`config.mk`:
```
export PLATFORM = sky130hd
export DESIGN_NAME = ecc_mem_ctrl
export DESIGN_NICKNAME = d
export VERILOG_FILES = /design/src/rtl/ecc_pkg.sv /design/src/rtl/rr_arb2.sv /design/src/rtl/ecc_mem_ctrl.sv
export SDC_FILE = /design/constraint.sdc
export NUM_CORES = 1
export LEC_CHECK = 0
export ABC_AREA = 1
export CAP_MARGIN = 25
export CORE_MARGIN = 8
export CORE_UTILIZATION = 52
export DETAILED_ROUTE_END_ITERATION = 16
export PLACE_DENSITY_LB_ADDON = 0.15
export SLEW_MARGIN = 15
export SYNTH_ARGS = -nofsm -noshare
export SYNTH_HDL_FRONTEND = slang
export SYNTH_HIERARCHICAL = 1
export SYNTH_SLANG_ARGS = --single-unit
export TNS_END_PERCENT = 20
```
`constraint.sdc`:
```
create_clock -name i_clk -period 5.3 [get_ports i_clk]
set_input_delay 0.53 -clock i_clk [delete_from_list [all_inputs] [get_ports i_clk]]
set_output_delay 0.53 -clock i_clk [all_outputs]
set_load 0.005 [all_outputs]
```
`src/rtl/ecc_pkg.sv`:
```
// Shared types, index maps and Hamming(12,8) helpers for ecc_mem_ctrl.
// Codeword index k holds Hamming position k+1; parity sits at 0,1,3,7.
package ecc_pkg;

  typedef logic [11:0] cw_t;
  typedef logic [7:0]  byte_t;
  typedef logic [3:0]  syn_t;

  typedef enum logic [1:0] {
    IDLE,
    CMD,
    RDAT,
    SCRUB
  } state_t;

  localparam int unsigned PAR_IDX [4] = '{0, 1, 3, 7};
  localparam int unsigned DAT_IDX [8] =
    '{2, 4, 5, 6, 8, 9, 10, 11};

  function automatic syn_t ham_syn(cw_t c);
    syn_t s;
    s = '0;
    for (int k = 0; k < 12; k++)
      if (c[k]) s = s ^ syn_t'(k + 1);
    return s;
  endfunction

  // Parity bits are zero while data is placed, so the
  // partial syndrome is exactly the parity vector.
  function automatic cw_t ham_enc(byte_t d);
    cw_t  c;
    syn_t s;
    c = '0;
    for (int i = 0; i < 8; i++)
      c[DAT_IDX[i]] = d[i];
    s = ham_syn(c);
    for (int j = 0; j < 4; j++)
      c[PAR_IDX[j]] = s[j];
    return c;
  endfunction

  function automatic cw_t ham_fix(cw_t c, syn_t s);
    cw_t f;
    f = c;
    if (s != '0 && s <= 4'd12)
      f[s - 4'd1] = ~c[s - 4'd1];
    return f;
  endfunction

  function automatic byte_t ham_dat(cw_t c);
    byte_t d;
    for (int i = 0; i < 8; i++)
      d[i] = c[DAT_IDX[i]];
    return d;
  endfunction

endpackage

```
`src/rtl/rr_arb2.sv`:
```
// Two-way round-robin arbiter; ptr=0 favours port A, ptr=1 port B.
// The pointer flips to the non-granted port on every accepted grant.
module rr_arb2 (
  input  logic       clk,
  input  logic       rst,
  input  logic [1:0] req,
  input  logic       accept,
  output logic [1:0] gnt
);

  logic ptr;

  always_comb begin
    gnt = 2'b00;
    if (ptr)
      gnt = req[1] ? 2'b10 : {1'b0, req[0]};
    else
      gnt = req[0] ? 2'b01 : {req[1], 1'b0};
  end

  always_ff @(posedge clk) begin
    if (rst)
      ptr <= 1'b0;
    else if (accept && |gnt)
      ptr <= gnt[0];
  end

endmodule

```
`src/rtl/ecc_mem_ctrl.sv`:
```
// Two-port arbitrated controller for a Hamming(12,8) protected RAM.
// Define ECC_SCRUB_WB_EN to write corrected codewords back after reads.
module ecc_mem_ctrl
  import ecc_pkg::*;
#(
  parameter int AW    = 8,
  parameter int CNT_W = 16
) (
  input  logic             i_clk,
  input  logic             i_rst,
  input  logic             i_req_a,
  input  logic             i_req_b,
  input  logic             i_we_a,
  input  logic             i_we_b,
  input  logic [AW-1:0]    i_addr_a,
  input  logic [AW-1:0]    i_addr_b,
  input  logic [7:0]       i_wdata_a,
  input  logic [7:0]       i_wdata_b,
  output logic             o_gnt_a,
  output logic             o_gnt_b,
  output logic             o_rvalid_a,
  output logic             o_rvalid_b,
  output logic [7:0]       o_rdata_a,
  output logic [7:0]       o_rdata_b,
  output logic             o_cerr_a,
  output logic             o_cerr_b,
  output logic             o_uerr_a,
  output logic             o_uerr_b,
  output logic             o_mem_en,
  output logic             o_mem_we,
  output logic [AW-1:0]    o_mem_addr,
  output logic [11:0]      o_mem_wdata,
  input  logic [11:0]      i_mem_rdata,
  output logic [CNT_W-1:0] o_cerr_cnt
);

  state_t        state, nxt;
  logic [1:0]    gnt;
  logic          accept;
  logic          we_q, port_q, rd_pend;
  logic [AW-1:0] addr_q;
  byte_t         wdata_q;
  syn_t          syn;
  cw_t           fixed;
  logic          cerr, uerr, scrub_go, cmd;

  rr_arb2 u_arb (
    .clk    (i_clk),
    .rst    (i_rst),
    .req    ({i_req_b, i_req_a}),
    .accept (accept),
    .gnt    (gnt)
  );

  // RAM data lands while the FSM is already back in IDLE;
  // rd_pend marks that cycle so decode overlaps the next grant.
  assign syn   = ham_syn(i_mem_rdata);
  assign fixed = ham_fix(i_mem_rdata, syn);
  assign cerr  = rd_pend && syn != '0 && syn <= 4'd12;
  assign uerr  = rd_pend && syn > 4'd12;
  assign cmd   = state == CMD;

`ifdef ECC_SCRUB_WB_EN
  assign scrub_go = cerr;
`else
  assign scrub_go = 1'b0;
`endif

  always_comb begin
    nxt    = state;
    accept = 1'b0;
    unique case (state)
      IDLE: begin
        if (scrub_go) begin
          nxt = SCRUB;
        end else if (|gnt) begin
          nxt    = CMD;
          accept = 1'b1;
        end
      end
      CMD:  nxt = we_q ? IDLE : RDAT;
      RDAT: nxt = IDLE;
`ifdef ECC_SCRUB_WB_EN
      SCRUB: begin
        nxt = IDLE;
        if (|gnt) begin
          nxt    = CMD;
          accept = 1'b1;
        end
      end
`endif
      default: nxt = IDLE;
    endcase
  end

  always_ff @(posedge i_clk) begin
    if (i_rst) begin
      state       <= IDLE;
      we_q        <= 1'b0;
      port_q      <= 1'b0;
      rd_pend     <= 1'b0;
      addr_q      <= '0;
      wdata_q     <= '0;
      o_gnt_a     <= 1'b0;
      o_gnt_b     <= 1'b0;
      o_rvalid_a  <= 1'b0;
      o_rvalid_b  <= 1'b0;
      o_rdata_a   <= '0;
      o_rdata_b   <= '0;
      o_cerr_a    <= 1'b0;
      o_cerr_b    <= 1'b0;
      o_uerr_a    <= 1'b0;
      o_uerr_b    <= 1'b0;
      o_mem_en    <= 1'b0;
      o_mem_we    <= 1'b0;
      o_mem_addr  <= '0;
      o_mem_wdata <= '0;
      o_cerr_cnt  <= '0;
    end else begin
      state   <= nxt;
      o_gnt_a <= accept & gnt[0];
      o_gnt_b <= accept & gnt[1];
      if (accept) begin
        port_q  <= gnt[1];
        we_q    <= gnt[1] ? i_we_b    : i_we_a;
        addr_q  <= gnt[1] ? i_addr_b  : i_addr_a;
        wdata_q <= gnt[1] ? i_wdata_b : i_wdata_a;
      end
      rd_pend     <= state == RDAT;
      o_mem_en    <= cmd | scrub_go;
      o_mem_we    <= (cmd & we_q) | scrub_go;
      o_mem_addr  <= (cmd | scrub_go) ? addr_q : '0;
      o_mem_wdata <= scrub_go ? fixed
                   : cmd ? ham_enc(wdata_q) : '0;
      o_rvalid_a  <= rd_pend & ~port_q;
      o_rvalid_b  <= rd_pend & port_q;
      if (rd_pend && !port_q) begin
        o_rdata_a <= ham_dat(fixed);
        o_cerr_a  <= cerr;
        o_uerr_a  <= uerr;
      end
      if (rd_pend && port_q) begin
        o_rdata_b <= ham_dat(fixed);
        o_cerr_b  <= cerr;
        o_uerr_b  <= uerr;
      end
      if (cerr && !(&o_cerr_cnt))
        o_cerr_cnt <= o_cerr_cnt + CNT_W'(1);
    end
  end

endmodule
```
# After elaboration in Yosys (flattened, before gate mapping)
# Cells that the tools add are included.
# W data, S select, Z words.
[totals]
word_cells = 117
ff_bits = 84
inputBits = 50
[classes]
order_cmp = 4
mux = 44
n_addsub = 2
n_eq_ne = 3
n_bitwise = 26
n_reduce_logical = 16
[ops]
columns = ["operator", "n"]
rows = [
  ["$mux W4", 16],
  ["$not A2 Y2", 11],
  ["$mux W3", 7],
  ["$add A16 B1 Y16 const B", 1],
  ["$mux W2", 8],
  ["$mux W8", 2],
  ["$reduce_and A16 Y1", 1],
  ["$bwmux W12", 1],
  ["$mux W12", 1],
  ["$not A3 Y3", 4],
  ["$logic_and A1 B1 Y1", 9],
  ["$mux W1", 6],
  ["$and A1 B1 Y1", 5],
  ["$lt A4 B5 Y1 const B", 1],
  ["$bmux W1 S4", 1],
  ["$demux W1 S4", 1],
  ["$ge A4 B1 Y1 const B", 1],
  ["$gt A4 B4 Y1 const B", 1],
  ["$le A4 B4 Y1 const B", 1],
  ["$pmux W2 S2", 1],
  ["$reduce_bool A4 Y1", 1],
  ["$reduce_or A2 Y1", 2],
  ["$sub A4 B1 Y4 const B", 1],
  ["$not A1 Y1", 3],
  ["6 further kinds", 9],
]

# Longest topological paths before layout
[depth]
ltp_word = 27
ltp_mapped = 18
depth_no_buf = 18

# Cells and area by module
# Netlist, hierarchy kept.
[modules_own_cells]
columns = ["module", "instances", "seq_area_each_um2", "cells_per_inst", "area_each_um2"]
rows = [
  ["ecc_mem_ctrl", 1, 1661.6, 543, 3981.3],
  ["rr_arb2", 1, 20.0, 8, 60.1],
]

# Worst setup path before layout
# No wires, ideal clock.
[synth_timing]
path_kind = "input port to flip-flop"
startpoint = "in i_mem_rdata[2]"
endpoint = "reg o_rdata_a[2]"
n_path_buf = 0
setup_slack_ns = 2.934
cell_stages = 17
arrival_ns = 2.257
setup_time_ns = 0.109
path_cell_list = "inv_1 nand2_1 nand2_1 nand2_1 nand3_1 nand3_2 nand2_2 inv_1 ha_1 inv_1 nand3_1 nand3_1 nand3_1 nand3_1 nand3_1 nand2_1 inv_1"
[synth_between]
elab_chain_len = 21
elab_cells_between_ends = 30
classes_between = "add/sub (1); order compare (3); mux (16); bitwise (7); reduce/logical (3)"
[synth_rtl]
columns = ["item", "line_no", "source"]
rows = [
  ["from (decl)", "ecc_mem_ctrl.sv:33", "input logic [11:0] i_mem_rdata,"],
  ["$mux W2", "ecc_pkg.sv:24", "if (c[k]) s = s ^ syn_t'(k + 1);"],
  ["$mux W3", "ecc_pkg.sv:24", ""],
  ["$not A2 Y2 (no line) or $mux W3 (tied branches)", "n/a", ""],
  ["$mux W3 or $not A2 Y2 (tied branches)", "n/a", ""],
  ["$mux W3", "ecc_pkg.sv:24", ""],
  ["$not A3 Y3 (no line)", "n/a", ""],
  ["$mux W3", "ecc_pkg.sv:24", ""],
  ["$mux W4", "ecc_pkg.sv:24", ""],
  ["[4 not listed]", "n/a", ""],
  ["$mux W4 (2 in a row)", "ecc_pkg.sv:24", ""],
  ["$sub A4 B1 Y4", "ecc_pkg.sv:46", "f[s - 4'd1] = ~c[s - 4'd1];"],
  ["$lt A4 B5 Y1 (not written as such) or $ge A4 B1 Y1 (tied branches)", "ecc_pkg.sv:46", ""],
  ["$logic_and A1 B1 Y1 (not written as such)", "ecc_pkg.sv:46", ""],
  ["$mux W1 (not written as such)", "ecc_pkg.sv:46", ""],
  ["$demux W1 S4", "ecc_pkg.sv:46", ""],
  ["$bwmux W12", "ecc_pkg.sv:46", ""],
  ["$mux W12 *", "ecc_pkg.sv:45", "if (s != '0 && s <= 4'd12)"],
  ["to (signal assigned)", "ecc_mem_ctrl.sv:138", "o_rdata_a <= ham_dat(fixed);"],
  ["to (decl)", "ecc_mem_ctrl.sv:23", "output logic [7:0] o_rdata_a,"],
]
# Mark *: on every way between the ends. The rest lies on a longest branch, timed or not. The select of a mux whose other input is x is not followed.
# A chain may end at the register's enable or synchronous reset.

# Worst setup path in the final report
[layout_timing]
startpoint = "in i_mem_rdata[2]"
endpoint = "reg o_rdata_b[1]"
[layout_between]
elab_chain_len = 21
elab_cells_between_ends = 30
classes_between = "add/sub (1); order compare (3); mux (16); bitwise (7); reduce/logical (3)"
[layout_rtl]
columns = ["item", "line_no", "source"]
rows = [
  ["$mux W2", "ecc_pkg.sv:24", ""],
  ["$mux W3", "ecc_pkg.sv:24", ""],
  ["$not A2 Y2 (no line) or $mux W3 (tied branches)", "n/a", ""],
  ["$mux W3 or $not A2 Y2 (tied branches)", "n/a", ""],
  ["$mux W3", "ecc_pkg.sv:24", ""],
  ["$not A3 Y3 (no line)", "n/a", ""],
  ["$mux W3", "ecc_pkg.sv:24", ""],
  ["$mux W4", "ecc_pkg.sv:24", ""],
  ["[4 not listed]", "n/a", ""],
  ["$mux W4 (2 in a row)", "ecc_pkg.sv:24", ""],
  ["$sub A4 B1 Y4", "ecc_pkg.sv:46", ""],
  ["$lt A4 B5 Y1 (not written as such) or $ge A4 B1 Y1 (tied branches)", "ecc_pkg.sv:46", ""],
  ["$logic_and A1 B1 Y1 (not written as such)", "ecc_pkg.sv:46", ""],
  ["$mux W1 (not written as such)", "ecc_pkg.sv:46", ""],
  ["$demux W1 S4", "ecc_pkg.sv:46", ""],
  ["$bwmux W12", "ecc_pkg.sv:46", ""],
  ["$mux W12 *", "ecc_pkg.sv:45", ""],
  ["to (signal assigned)", "ecc_mem_ctrl.sv:143", "o_rdata_b <= ham_dat(fixed);"],
  ["to (decl)", "ecc_mem_ctrl.sv:24", "output logic [7:0] o_rdata_b,"],
]
# Marked as above.

==> flow_metrics.env <==
export IMPL_outcome="finished, final reports clean"
export IMPL_totalWireLength_mm=10.25
export IMPL_grt_max_degree=32
export IMPL_netSwitchingFraction_pct=29.43
export IMPL_hold_viol_final=0
export IMPL_gp_congestion=0.8659
export IMPL_gr_usage_met2_pct=32.68
export IMPL_drtAntennaViolNets=0
export IMPL_finClkSkew_ps=11.86
export IMPL_num_vias=3861
export IMPL_start_kind="primary input"
export IMPL_synth_area_top_cells="dfxtp_1, nand2_1, nand3_1"
export IMPL_wl_per_cell_um=13.38
export IMPL_setup_viol=0
export IMPL_area_delta_synth_final_pct=34.27
export IMPL_synth_distinct_cells=34
export IMPL_final_nets=713
export IMPL_num_rows=32
export IMPL_synth_ff_type="dfxtp_1"
export IMPL_synth_edf_count=0
export IMPL_power_frac_clock_pct=32.6
export IMPL_crit_type="primary input to flop"
export IMPL_vdd_ir_drop_worst_v=0.0001787
export IMPL_num_io_pins=112
export IMPL_async_reset_ff_share_pct=0
export IMPL_synth_top_area_share_pct=41.61
export IMPL_globalRouteTotalUtil_pct=19.44
export IMPL_switchingPower_w=0.0004174
export IMPL_grt_pass1_wl_mm=17.79
export IMPL_period_minus_slack_ps=2922
export IMPL_htreeDepth=3
export IMPL_cts_root_buffer="clkbuf_8"
export IMPL_antenna_found_initial=0
export IMPL_via_per_inst=5.040
export IMPL_required_ps=5550
export IMPL_post_cts_resized=0
export IMPL_antenna_cells=0
export IMPL_met1_usage_pct=22.76
export IMPL_rsz0062_at_grt="no"
export IMPL_max_freq_mhz=342.3
export IMPL_busiest_layer="met2"
export IMPL_clock_latency_ps=350
export IMPL_worstPathArrival_ps=3170
export IMPL_syn_nets=604
export IMPL_holdCritPathClass="flop to flop"
export IMPL_netlist_instances=551
export IMPL_powerDensity_nw_per_um2=261.4
export IMPL_critPathMaxFanout=10
export IMPL_die_width_um=104.2
export IMPL_grt_pass1_vias=3788
export IMPL_maxSlewViolCount=0
export IMPL_chipHeight_um=104.2
export IMPL_leakagePower_nw=2.215
export IMPL_ys_warn_count=6
export IMPL_utilization_pct=70.96
export IMPL_hpwl_mm=7.782
export IMPL_drc=0
export IMPL_syn_area_um2=4041
export IMPL_period_share_pct=55.13
export IMPL_multi_input_area_um2=2003
export IMPL_clockBufferDepth=2
export IMPL_ctsHoldBuffers=0
export IMPL_dr_first_iter_drc_count=157
export IMPL_worstMarginPinSlew_ps=928.7
export IMPL_synth_largest_area_cell="dfxtp_1"
export IMPL_dieArea_um2=10850
export IMPL_fillCellCount=623
export IMPL_ff_latch_area_um2=1682
export IMPL_ys_ff_latch=84
export IMPL_gr_usage_met3_pct=5.266
export IMPL_clock_sinks=84
export IMPL_clk_pin_slew_ps=80
export IMPL_drive_gt1_share_pct=8.434
export IMPL_overflow=0
export IMPL_power_frac_comb_pct=20.0
export IMPL_seqPwrFrac_pct=47.5
export IMPL_cap_violations=0
export IMPL_synth_seq_area_share_pct=41.61
export IMPL_syn_avg_cell_area_um2=7.335
export IMPL_worstSetupEndpointType="flop"
export IMPL_tritoncts="built"
export IMPL_p_int_w=0.001001
export IMPL_firstDrtPassIters=4
export IMPL_tns_ps=0
export IMPL_relSlewSlack_pct=37.92
export IMPL_hold_worst_slack_ps=419.4
export IMPL_design_core_area_um2=7647
export IMPL_postCtsSetupRepairBufs=0
export IMPL_numCtsBuffers=9
export IMPL_start_util_pct=52.85
export IMPL_io_buffers=111
[synth_stat cells (2+ instances only)]
cell      instances
inv_2             3
o22ai_1          17
buf_1             3
nand2_2          12
a21oi_1          18
nor3_1            8
ha_1              3
o21ai_0          17
nand3_2           3
nor4_1            2
clkbuf_1         10
inv_1            68
xor2_1            9
xnor2_1          14
a21oi_2          11
nand4_1           7
nand2_1         109
mux2i_1          17
nand3_1          52
or2_2             4
dfxtp_1          84
nor2_1           68
[stage by stage]
step / instances / setup slack [ps] / area [um2] / power [W]
2_1_floorplan: 551 / 2934 / 4041 / 0.0008667
3_3_place_gp: 750 / 2112 / 5218 / 0.0009624
3_5_place_dp: 751 / 2032 / 5229 / 0.0009695
4_1_cts: 766 / 2406 / 5426 / 0.001423
5_1_grt: 766 / 2082 / 5426 / 0.001488
6_report: 766 / 2378 / 5426 / 0.001418
[critical path, cell delays in order]
cell,delay [ps]
clkdlybuf4s50_1,530
inv_1,110
nand2_1,90
nand2_1,60
nand2_1,70
nand2_1,50
nand2_1,60
nand3_2,160
nand2_2,210
inv_1,100
ha_1,350
inv_1,110
nand3_1,80
nand2_1,120
nand2_1,150
nand3_1,170
nand3_1,80
nand2_1,90
inv_1,30
[cell type report]
class                   count  share of cell area, %
clock buffers               9                  2.283
well taps                 102                  2.352
multi-input cells         378                  36.91
clock inverters             6                  1.360
inverters                  73                  5.142
repair buffers            114                  20.96
flip-flops and latches     84                  30.99
[routing by layer]
metal	wire [um]	share of wire [%]	up-vias
li1	-	-	1984
met4	180	1.8	0
met5	0	0	-
met3	568	5.5	16
met2	4921	48	102
met1	4581	45	1759
[state kept, by name, indices dropped and copies added (netlist names), 2 cells and up]
name and cells:
o_mem_addr 8, o_cerr_cnt 16, wdata_q 8, o_mem_wdata 12, o_rdata_a 8, o_rdata_b 8, state 2, addr_q 8
[path summary, 6_finish.rpt]
path	startpoint	to	slack, ps	depth (start not counted)
setup reg to reg	u_arb/ptr$_SDFFE_PP0P_	wdata_q[2]$_SDFFE_PP0P_	3090	7
setup / recovery	i_mem_rdata[2]	o_rdata_b[1]$_SDFFE_PP0P_	2380	19
hold reg to reg	we_q$_SDFFE_PP0P_	state[1]$_SDFFE_PP0P_	420	1
hold / removal	we_q$_SDFFE_PP0P_	state[1]$_SDFFE_PP0P_	420	1
[layout by cell type, fill, tap and decap left out, types with 2 or more instances in the layout]
cell	Yosys	layout
nand4_1	7	7
nor3_1	8	8
clkdlybuf4s50_1	0	111
dfxtp_1	84	84
nor4_1	2	2
clkinvlp_4	0	2
a21oi_1	18	18
mux2i_1	17	17
nor2_1	68	68
nand3_2	3	3
clkbuf_8	0	9
o21ai_0	17	17
ha_1	3	3
o22ai_1	17	17
inv_2	3	3
xnor2_1	14	14
a21oi_2	11	11
nand2_1	109	109
nand2_2	12	12
or2_2	4	4
inv_6	1	2
xor2_1	9	9
nand3_1	52	52
inv_1	68	68
buf_4	1	2
[logic make-up (layout without fill, tap and decap cells)]
logic type | count (synthesis) | after routing | synth area share, %
mux | 17 | 17 | 4.210
simple gates | 268 | 268 | 29.23
buf+inv | 89 | 202 | 8.916
flops | 84 | 84 | 41.61
compound gates | 67 | 67 | 10.12
xor+xnor | 23 | 23 | 4.985
fa+ha+maj | 3 | 3 | 0.9289
[power by group through the flow]
| stage | clock network (W) | logic [W] | registers, W |
|---|---|---|---|
| after global placement | 0 | 0.000275 | 0.000687 |
| after floorplan | 0 | 0.000180 | 0.000686 |
| after global routing | 0.000494 | 0.000317 | 0.000677 |
| after detailed placement | 0 | 0.000281 | 0.000688 |
| final | 0.000462 | 0.000283 | 0.000673 |
| after CTS | 0.000467 | 0.000283 | 0.000673 |
Note: power is estimated with default switching activity, not from simulation.
